<file path="config.mk">
export PLATFORM = sky130hd
export DESIGN_NAME = switch_debouncer
export DESIGN_NICKNAME = d
export VERILOG_FILES = /design/src/rtl/defuse_sequence_checker_debouncer.sv
export SDC_FILE = /design/constraint.sdc
export NUM_CORES = 1
export LEC_CHECK = 0
export CELL_PAD_IN_SITES_DETAIL_PLACEMENT = 1
export CELL_PAD_IN_SITES_GLOBAL_PLACEMENT = 2
export CORE_MARGIN = 2
export CORE_UTILIZATION = 41
export CTS_CLUSTER_SIZE = 28
export DETAILED_ROUTE_END_ITERATION = 16
export GPL_ROUTABILITY_DRIVEN = 0
export PLACE_DENSITY_LB_ADDON = 0.1
export SYNTH_ARGS = -nofsm -noshare
export SYNTH_HDL_FRONTEND = slang
export SYNTH_SLANG_ARGS = --single-unit
</file>
<file path="constraint.sdc">
create_clock -name clock_100Mhz -period 3.7 [get_ports clock_100Mhz]
set_input_delay 0.74 -clock clock_100Mhz [delete_from_list [all_inputs] [get_ports clock_100Mhz]]
set_output_delay 0.74 -clock clock_100Mhz [all_outputs]
set_load 0.1 [all_outputs]
</file>
<file path="src/rtl/defuse_sequence_checker_debouncer.sv">
// -----------------------------------------------------------------------------
// switch_debouncer
// One-bit synchroniser plus stability counter.
//   clock_100Mhz  system clock
//   reset         asynchronous, active-high
//   raw_i         raw, unsynchronised switch level
//   stable_o      debounced level (registered)
// A change is accepted once the synchronised level has differed from the
// stable level for DEBOUNCE_CYCLES consecutive cycles.
// -----------------------------------------------------------------------------
module switch_debouncer #(
  parameter int DEBOUNCE_CYCLES = 1_000_000
) (
  input  logic clock_100Mhz,
  input  logic reset,
  input  logic raw_i,
  output logic stable_o
);
  localparam int CNT_W = $clog2(DEBOUNCE_CYCLES + 1);

  logic             sync1_q, sync2_q;
  logic             stable_q, stable_d;
  logic [CNT_W-1:0] cnt_q, cnt_d;

  // Counter and stable-level next state. Comparing against DEBOUNCE_CYCLES-1
  // means the acceptance happens on the edge where the count would reach
  // DEBOUNCE_CYCLES, giving DEBOUNCE_CYCLES+2 cycles raw-to-stable latency.
  always_comb begin
    cnt_d    = '0;
    stable_d = stable_q;
    if (sync2_q == stable_q) begin
      cnt_d = '0;
    end else if (cnt_q == CNT_W'(DEBOUNCE_CYCLES - 1)) begin
      stable_d = sync2_q;
      cnt_d    = '0;
    end else begin
      cnt_d = cnt_q + CNT_W'(1);
    end
  end

  // Synchroniser, counter and stable-level registers.
  always_ff @(posedge clock_100Mhz or posedge reset) begin
    if (reset) begin
      sync1_q  <= 1'b0;
      sync2_q  <= 1'b0;
      cnt_q    <= '0;
      stable_q <= 1'b0;
    end else begin
      sync1_q  <= raw_i;
      sync2_q  <= sync1_q;
      cnt_q    <= cnt_d;
      stable_q <= stable_d;
    end
  end

  assign stable_o = stable_q;
endmodule

</file>
# After elaboration in Yosys (flattened, before gate mapping)
# Cells that the tools add are included.
# word_totals
word_cells,11
input_bits,3
output_inout_bits,1
register_bits,23
# classes
muxes,2
eq_ne,2
n_addsub,1
reduce_logical,1
n_bitwise,1
# ops
op,count
2-to-1 mux 20 bit,2
adder 20 x 1 -> 20 bit (second input constant),1
equality test 20 bit (second input constant),1
AND reduction 2 bit,1
equality test 1 bit,1
inverter 1 bit,1

# Depth between registers and ports, before layout
# Gate-level depths: netlist (run 1).
# depth
word_depth,3
mapped_depth,6
ltp_nobuf,5

# Worst setup path before layout (run 1)
# Ideal clock, no wire load.
# synth_timing
kind,register to register
start,register stable_q (netlist: stable_o)
end,register cnt_q[10]
synth_period_minus_slack_ps,1718
t_arrival_ps,1597
path_stages_with_launch,5
setup_slack_ps,1982
path_buffers,1
required_ps,3579
path_cell_list,dfrtp_1 > xor2_1 > o21ai_2 > buf_2 > nor2_1
# synth_between
elab_chain_len,2
# synth_lines
item,line_no,rtl
from (decl),22,"logic stable_q, stable_d;"
from (signal assigned),52,stable_q <= stable_d;
equality test 1 bit,31,if (sync2_q == stable_q) begin
2-to-1 mux 20 bit,31,
named net cnt_d[10],23,"logic [CNT_W-1:0] cnt_q, cnt_d;"
to (signal assigned),51,cnt_q <= cnt_d;
to (decl),23,
# The timed path passes the listed nets, and every way through them passes these cells.
# A chain may end at the register's enable or synchronous reset.

# Final worst setup path (run 1)
# layout_timing
start,register stable_q (netlist: stable_o)
end,output port stable_o
# layout_lines
item,line_no,rtl
to (decl),17,output logic stable_o
# No word-level cell between the ends.

==> results of run 1 <==
==> per-layer routing <==
| metal | share of wire (%) | vias up |
|---|---|---|
| met2 | 46 | 3 |
| met3 | 1.3 | 2 |
| li1 | - | 389 |
| met5 | 0 | - |
| met1 | 52 | 391 |
| met4 | 0.74 | 0 |
==> worst max-delay path by stage <==
stage                        start         to
after global placement    stable_o   stable_o
after detailed placement  stable_o   stable_o
after floorplan           stable_o  cnt_q[10]
after CTS                 stable_o   stable_o
after global routing      stable_o   stable_o
final                     stable_o   stable_o
==> flip-flops by register name (all words and copies together) (netlist names) <==
name / cells
sync2_q: 1
stable_o: 1
cnt_q: 20
sync1_q: 1
==> where the power goes <==
group          switching, mW  total (mW)  internal (mW)
Clock                 0.0693       0.111         0.0419
Sequential           0.00359       0.259          0.255
Combinational         0.0107      0.0157        0.00502
Total                 0.0836       0.386          0.302
==> layout make-up <==
class                      count  area share, %
clock buffer                   4           2.18
inverter                       5           1.55
multi-input combinational     80           43.0
sequential                    23           47.7
tap                           30           3.11
timing repair buffer           3           2.49
==> metrics by stage <==
step	hold slack, ns	total power [mW]	setup WS (ns)	std cells
CTS	0.365	0.396	1.10	145
floorplan	0.331	0.274	1.98	109
finish	0.362	0.386	1.13	145
detailed placement	0.337	0.280	1.45	141
global placement	0.336	0.280	1.47	141
global route	0.381	0.406	1.06	145
==> cell families after synthesis <==
| family | Yosys count | share of synthesized area [%] |
|---|---|---|
| and+or+nand+nor | 55 | 27.4 |
| adders and majority gates | 1 | 1.12 |
| muxes | 3 | 2.80 |
| xor gates and xnor gates | 16 | 12.5 |
| AOI/OAI and AO/OA | 5 | 2.57 |
| buffers and inverters | 6 | 2.13 |
| DFF | 23 | 51.5 |
==> cell usage in the layout (no fill, tap or decap), types with 4 or more instances in the layout <==
master and count:
nand3_1 6, inv_1 5, dfrtp_1 23, nor2_1 19
nor4_1 4, xnor2_1 11, xor2_1 5, nand2_1 6
nor3_1 5
==> flow_metrics.env, run 1 <==
export IMPL_status="finished, final reports clean"
export IMPL_final_core_util_pct=47.9
export IMPL_fillers=298
export IMPL_drv_slew=0
export IMPL_ys_flop_type="dfrtp_1"
export IMPL_drt_antenna_violating_nets=0
export IMPL_synth_commonest_cells="23 x dfrtp_1, 19 x nor2_1, 11 x xnor2_1"
export IMPL_critPathLaunchType="flop"
export IMPL_cts_repair_resized=0
export IMPL_grt_total_usage_pct=14.2
export IMPL_viasPerCell=5.41
export IMPL_numCtsBuffers=3
export IMPL_die_h_um=56.2
export IMPL_rr_startpoint="cnt_q[0]"
export IMPL_max_vdd_ir_drop_uv=158
export IMPL_synth_area_per_cell_um2=10.3
export IMPL_met3_usage_pct=2.09
export IMPL_whs_path_depth=0
export IMPL_path_class="reg -> out"
export IMPL_reg2reg_depth=5
export IMPL_grt_antenna_before_repair=0
export IMPL_placement_io_buffers=3
export IMPL_drt_iter0_markers=6
export IMPL_layout_min_cycle_time_ns=2.57
export IMPL_worst_pin_slew_ns=0.961
export IMPL_vias=785
export IMPL_rsz0062_at_grt="false"
export IMPL_max_freq_ghz=0.389
export IMPL_clkSinkCount=23
export IMPL_max_slew_margin_rel_pct=35.8
export IMPL_slowest_delay_ns=1.14
export IMPL_fin_crit_sh_pct=69.6
export IMPL_fin_tns_setup_ns=0
export IMPL_antennaDiodeCount=0
export IMPL_post_cts_buffers=0
export IMPL_top_usage_layer="met2"
export IMPL_layout_nets=120
export IMPL_clock_latency_ns=0.30
export IMPL_worstPathArrival_ns=1.83
export IMPL_drive_above_1_share_pct=6.96
export IMPL_r2r_slack_ns=1.73
export IMPL_syn_area_mm2=0.00112
export IMPL_cts_max_path_buffers=2
export IMPL_clockRootBuffer="clkbuf_4"
export IMPL_drtPass1Iterations=4
export IMPL_async_reset_ff_share_pct=100
export IMPL_hold_buffers=0
export IMPL_die_x_um=56.2
export IMPL_worstPathRequired_ns=2.96
export IMPL_synth_edf_count=0
export IMPL_hold_viol=0
export IMPL_slowest_stage="clkdlybuf4s50_1"
export IMPL_whs_endpoint="sync2_q"
export IMPL_cp_cell_sequence="clkdlybuf4s50_1"
export IMPL_io_pins=4
export IMPL_drt_wl_total_mm=2.04
export IMPL_end_kind="primary output"
export IMPL_gr_total_overflow=0
export IMPL_power_leakage_nw=0.484
export IMPL_hpwl_mm=1.45
export IMPL_crit_buf_inv=1
export IMPL_hp_start="sync1_q"
export IMPL_ys_warn_count=0
export IMPL_yosysTopAreaCell="dfrtp_1"
export IMPL_rows=18
export IMPL_finalInstanceArea_mm2=0.00121
export IMPL_ys_top_cells_by_area="dfrtp_1 51%, xnor2_1 8.6%, nor2_1 6.4%, xor2_1 3.9%, nand3_1 2.7%"
export IMPL_coreArea_mm2=0.00252
export IMPL_synth_most_common_cell="dfrtp_1"
export IMPL_drv_cap=0
export IMPL_hp_class="reg -> reg"
export IMPL_ys_types=26
export IMPL_final_seq_area_um2=576
export IMPL_setup_viol=0
export IMPL_cts_tree="yes"
export IMPL_yosysTopAreaCellShare_pct=51.5
export IMPL_crit_family="buffers and inverters"
export IMPL_use_met1_pct=19.8
export IMPL_syn_instance_count=109
export IMPL_multi_input_area_um2=519
export IMPL_grt_pass1_wl_mm=3.53
export IMPL_drcViolationCount=0
export IMPL_finClkSkew_ns=0.00434
export IMPL_initial_utilization_pct=44.3
export IMPL_crit_fanout=3
export IMPL_place_area_mm2=0.00118
export IMPL_fp_dieArea_mm2=0.00316
export IMPL_p_per_area_mw_per_mm2=319
export IMPL_wl_per_cell_um=14.1
export IMPL_r2r_end="cnt_q[9]"
export IMPL_synth_seq_cells=23
export IMPL_path_clk_slew_ns=0.12
export IMPL_grt_max_degree=24
export IMPL_crit_cells=1
export IMPL_yosysSeqAreaShare_pct=51.5
export IMPL_syn_nets=113
export IMPL_grt_pass1_vias=755
export IMPL_htreeDepth=1
export IMPL_syn_to_final_growth_pct=7.94
export IMPL_grt_use_met2_pct=22.7
Power figures use the tool's default switching activity.
==> run 2: changes to the inputs <==
--- a/config.mk
+++ b/config.mk
@@ -8,7 +8,7 @@
 export CELL_PAD_IN_SITES_DETAIL_PLACEMENT = 1
 export CELL_PAD_IN_SITES_GLOBAL_PLACEMENT = 2
 export CORE_MARGIN = 2
-export CORE_UTILIZATION = 41
+export CORE_UTILIZATION = 35
 export CTS_CLUSTER_SIZE = 28
 export DETAILED_ROUTE_END_ITERATION = 16
 export GPL_ROUTABILITY_DRIVEN = 0
==> constraint.sdc (replaced) <==
create_clock -name clock_100Mhz -period 2.1 [get_ports clock_100Mhz]
set_input_delay 0.42 -clock clock_100Mhz [delete_from_list [all_inputs] [get_ports clock_100Mhz]]
set_output_delay 0.42 -clock clock_100Mhz [all_outputs]
set_load 0.1 [all_outputs]
==> run 2 against run 1 <==
Critical path depth up 4. Register-to-register slack got worse by 1.5 ns. Final cell count grew 12%. Setup slack lost 0.90 ns. Clock skew shrank 0.0011 ns. Routed wire length is 7.4% higher. Non-clock buffer count rose by 4. Global-route usage up 0.45 points. Die area up 16%.
==> flow_metrics.env, run 2 (same netlist as run 1, synthesis figures left out) <==
export IMPL_hp_start="sync1_q"
export IMPL_htreeDepth=1
export IMPL_drt_wl_total_mm=2.19
export IMPL_wl_per_cell_um=13.4
export IMPL_hold_viol=0
export IMPL_drv_slew=0
export IMPL_die_x_um=60.5
export IMPL_grt_pass1_vias=807
export IMPL_path_class="reg -> reg"
export IMPL_drcViolationCount=0
export IMPL_die_h_um=60.5
export IMPL_layout_nets=124
export IMPL_hp_class="reg -> reg"
export IMPL_vias=771
export IMPL_mostFrequentLayoutCells="23 x dfrtp_1, 19 x nor2_1, 11 x xnor2_1"
export IMPL_worstPathRequired_ns=2.30
export IMPL_grt_pass1_wl_mm=3.96
export IMPL_rsz0062_at_grt="false"
export IMPL_final_common_cell="dfrtp_1"
export IMPL_rr_startpoint="cnt_q[0]"
export IMPL_crit_start="cnt_q[0]"
export IMPL_regMostFlops="cnt_q"
export IMPL_hold_buffers=0
export IMPL_cts_repair_resized=0
export IMPL_gr_total_overflow=0
export IMPL_fin_crit_sh_pct=89.0
export IMPL_syn_to_final_growth_pct=12.1
export IMPL_clkSinkCount=23
export IMPL_power_frac_clock_pct=29.0
export IMPL_crit_buf_inv=0
export IMPL_layout_min_cycle_time_ns=1.87
export IMPL_top_layer="met4"
export IMPL_p_int_mw=0.533
export IMPL_r2r_slack_ns=0.23
export IMPL_drv_cap=0
export IMPL_crit_fanout=5
export IMPL_power_leakage_nw=0.508
export IMPL_cts_tree="yes"
export IMPL_max_vdd_ir_drop_uv=242
export IMPL_io_pins=4
export IMPL_end_kind="flop"
export IMPL_drt_antenna_violating_nets=0
export IMPL_placement_io_buffers=3
export IMPL_slowest_stage="nor4_2"
export IMPL_worst_pin_slew_ns=0.369
export IMPL_critPathLaunchType="flop"
export IMPL_setup_viol=0
export IMPL_p_seq_share_pct=66.1
export IMPL_total_power_mw=0.689
export IMPL_final_core_util_pct=41.1
export IMPL_crit_family="simple AND/OR/NAND/NOR gates"
export IMPL_cts_max_path_buffers=2
export IMPL_rows=20
export IMPL_fin_tns_setup_ns=0
export IMPL_met3_length_um=28
export IMPL_hpwl_mm=1.63
export IMPL_place_area_mm2=0.00123
export IMPL_fp_dieArea_mm2=0.00366
export IMPL_grt_max_degree=24
export IMPL_worstPathArrival_ns=2.07
export IMPL_slowest_delay_ns=0.46
export IMPL_route_met2_wl_um=985
export IMPL_clockRootBuffer="clkbuf_4"
export IMPL_viasPerCell=4.73
export IMPL_post_cts_buffers=0
export IMPL_drive_above_1_share_pct=11.8
export IMPL_numCtsBuffers=3
export IMPL_coreArea_mm2=0.00305
export IMPL_grt_total_usage_pct=14.6
export IMPL_cp_cell_sequence="ha_1, nand3_1, nor4_2, mux2i_1, nor4b_1"
export IMPL_clock_latency_ns=0.30
export IMPL_drt_iter0_markers=12
export IMPL_max_slew_margin_rel_pct=75.2
export IMPL_p_per_area_mw_per_mm2=550
export IMPL_finalInstanceArea_mm2=0.00125
export IMPL_wirelength_met1_mm=1.16
export IMPL_path_clk_slew_ns=0.12
export IMPL_finClkSkew_ns=0.00327
export IMPL_initial_utilization_pct=36.6
export IMPL_switchingPower_mw=0.156
export IMPL_combPwrFrac_pct=4.9
export IMPL_antennaDiodeCount=0
export IMPL_swShare_pct=22.7
export IMPL_max_freq_ghz=0.535
export IMPL_largest_reg_flops=20
export IMPL_drtPass1Iterations=3
export IMPL_status="finished, final reports clean"
export IMPL_grt_antenna_before_repair=0
## run 2: cell count changes in the layout (fill, tap and decap cells not counted), sizes merged
cell           previous run  this run
clkinv                    0         1
buf                       0         5
clkdlybuf4s50             3         2
clkbuf                    4         3
## run 2: layout make-up
type                            instances  area [um2]
Clock inverter                          1        5.00
Tap cell                               44        55.1
Multi-Input combinational cell         80         519
Inverter                                5        18.8
Sequential cell                        23         576
Clock buffer                            3        22.5
Fill cell                             377        1800
Timing Repair Buffer                    7        57.6
## run 2: through the flow
| stage | hold WS, ns | instances | setup slack (ns) |
|---|---|---|---|
| finish | 0.366 | 163 | 0.230 |
| global route | 0.374 | 163 | 0.0149 |
| CTS | 0.371 | 163 | 0.181 |
| detailed placement | 0.340 | 159 | 0.216 |
| global placement | 0.334 | 159 | 0.204 |
| floorplan | 0.331 | 109 | 0.382 |
## run 2: worst paths after layout
kind / to / depth (start not counted)
worst max register to register: cnt_q[18] / 5
worst min register to register: sync2_q / 0
max in group asynchronous: cnt_q[18] / 3
worst max-delay path: cnt_q[18] / 5
worst min-delay path: sync2_q / 0
min in group asynchronous: cnt_q[4] / 3
## run 2: power groups by stage
| stage | Clock, mW | Combinational [mW] | Sequential, mW |
|---|---|---|---|
| 4_1_cts | 0.218 | 0.0351 | 0.456 |
| 5_1_grt | 0.234 | 0.0389 | 0.457 |
| 3_3_place_gp | 0 | 0.0343 | 0.464 |
| 3_5_place_dp | 0 | 0.0350 | 0.464 |
| 2_1_floorplan | 0 | 0.0200 | 0.463 |
| 6_report | 0.200 | 0.0335 | 0.456 |
## run 2: metal layers
layer / vias to the layer above / track usage [%]
li1: 396 / -
met1: 370 / 21.8
met2: 3 / 22.5
met3: 2 / 1.92
met4: 0 / 3.73
met5: - / 0
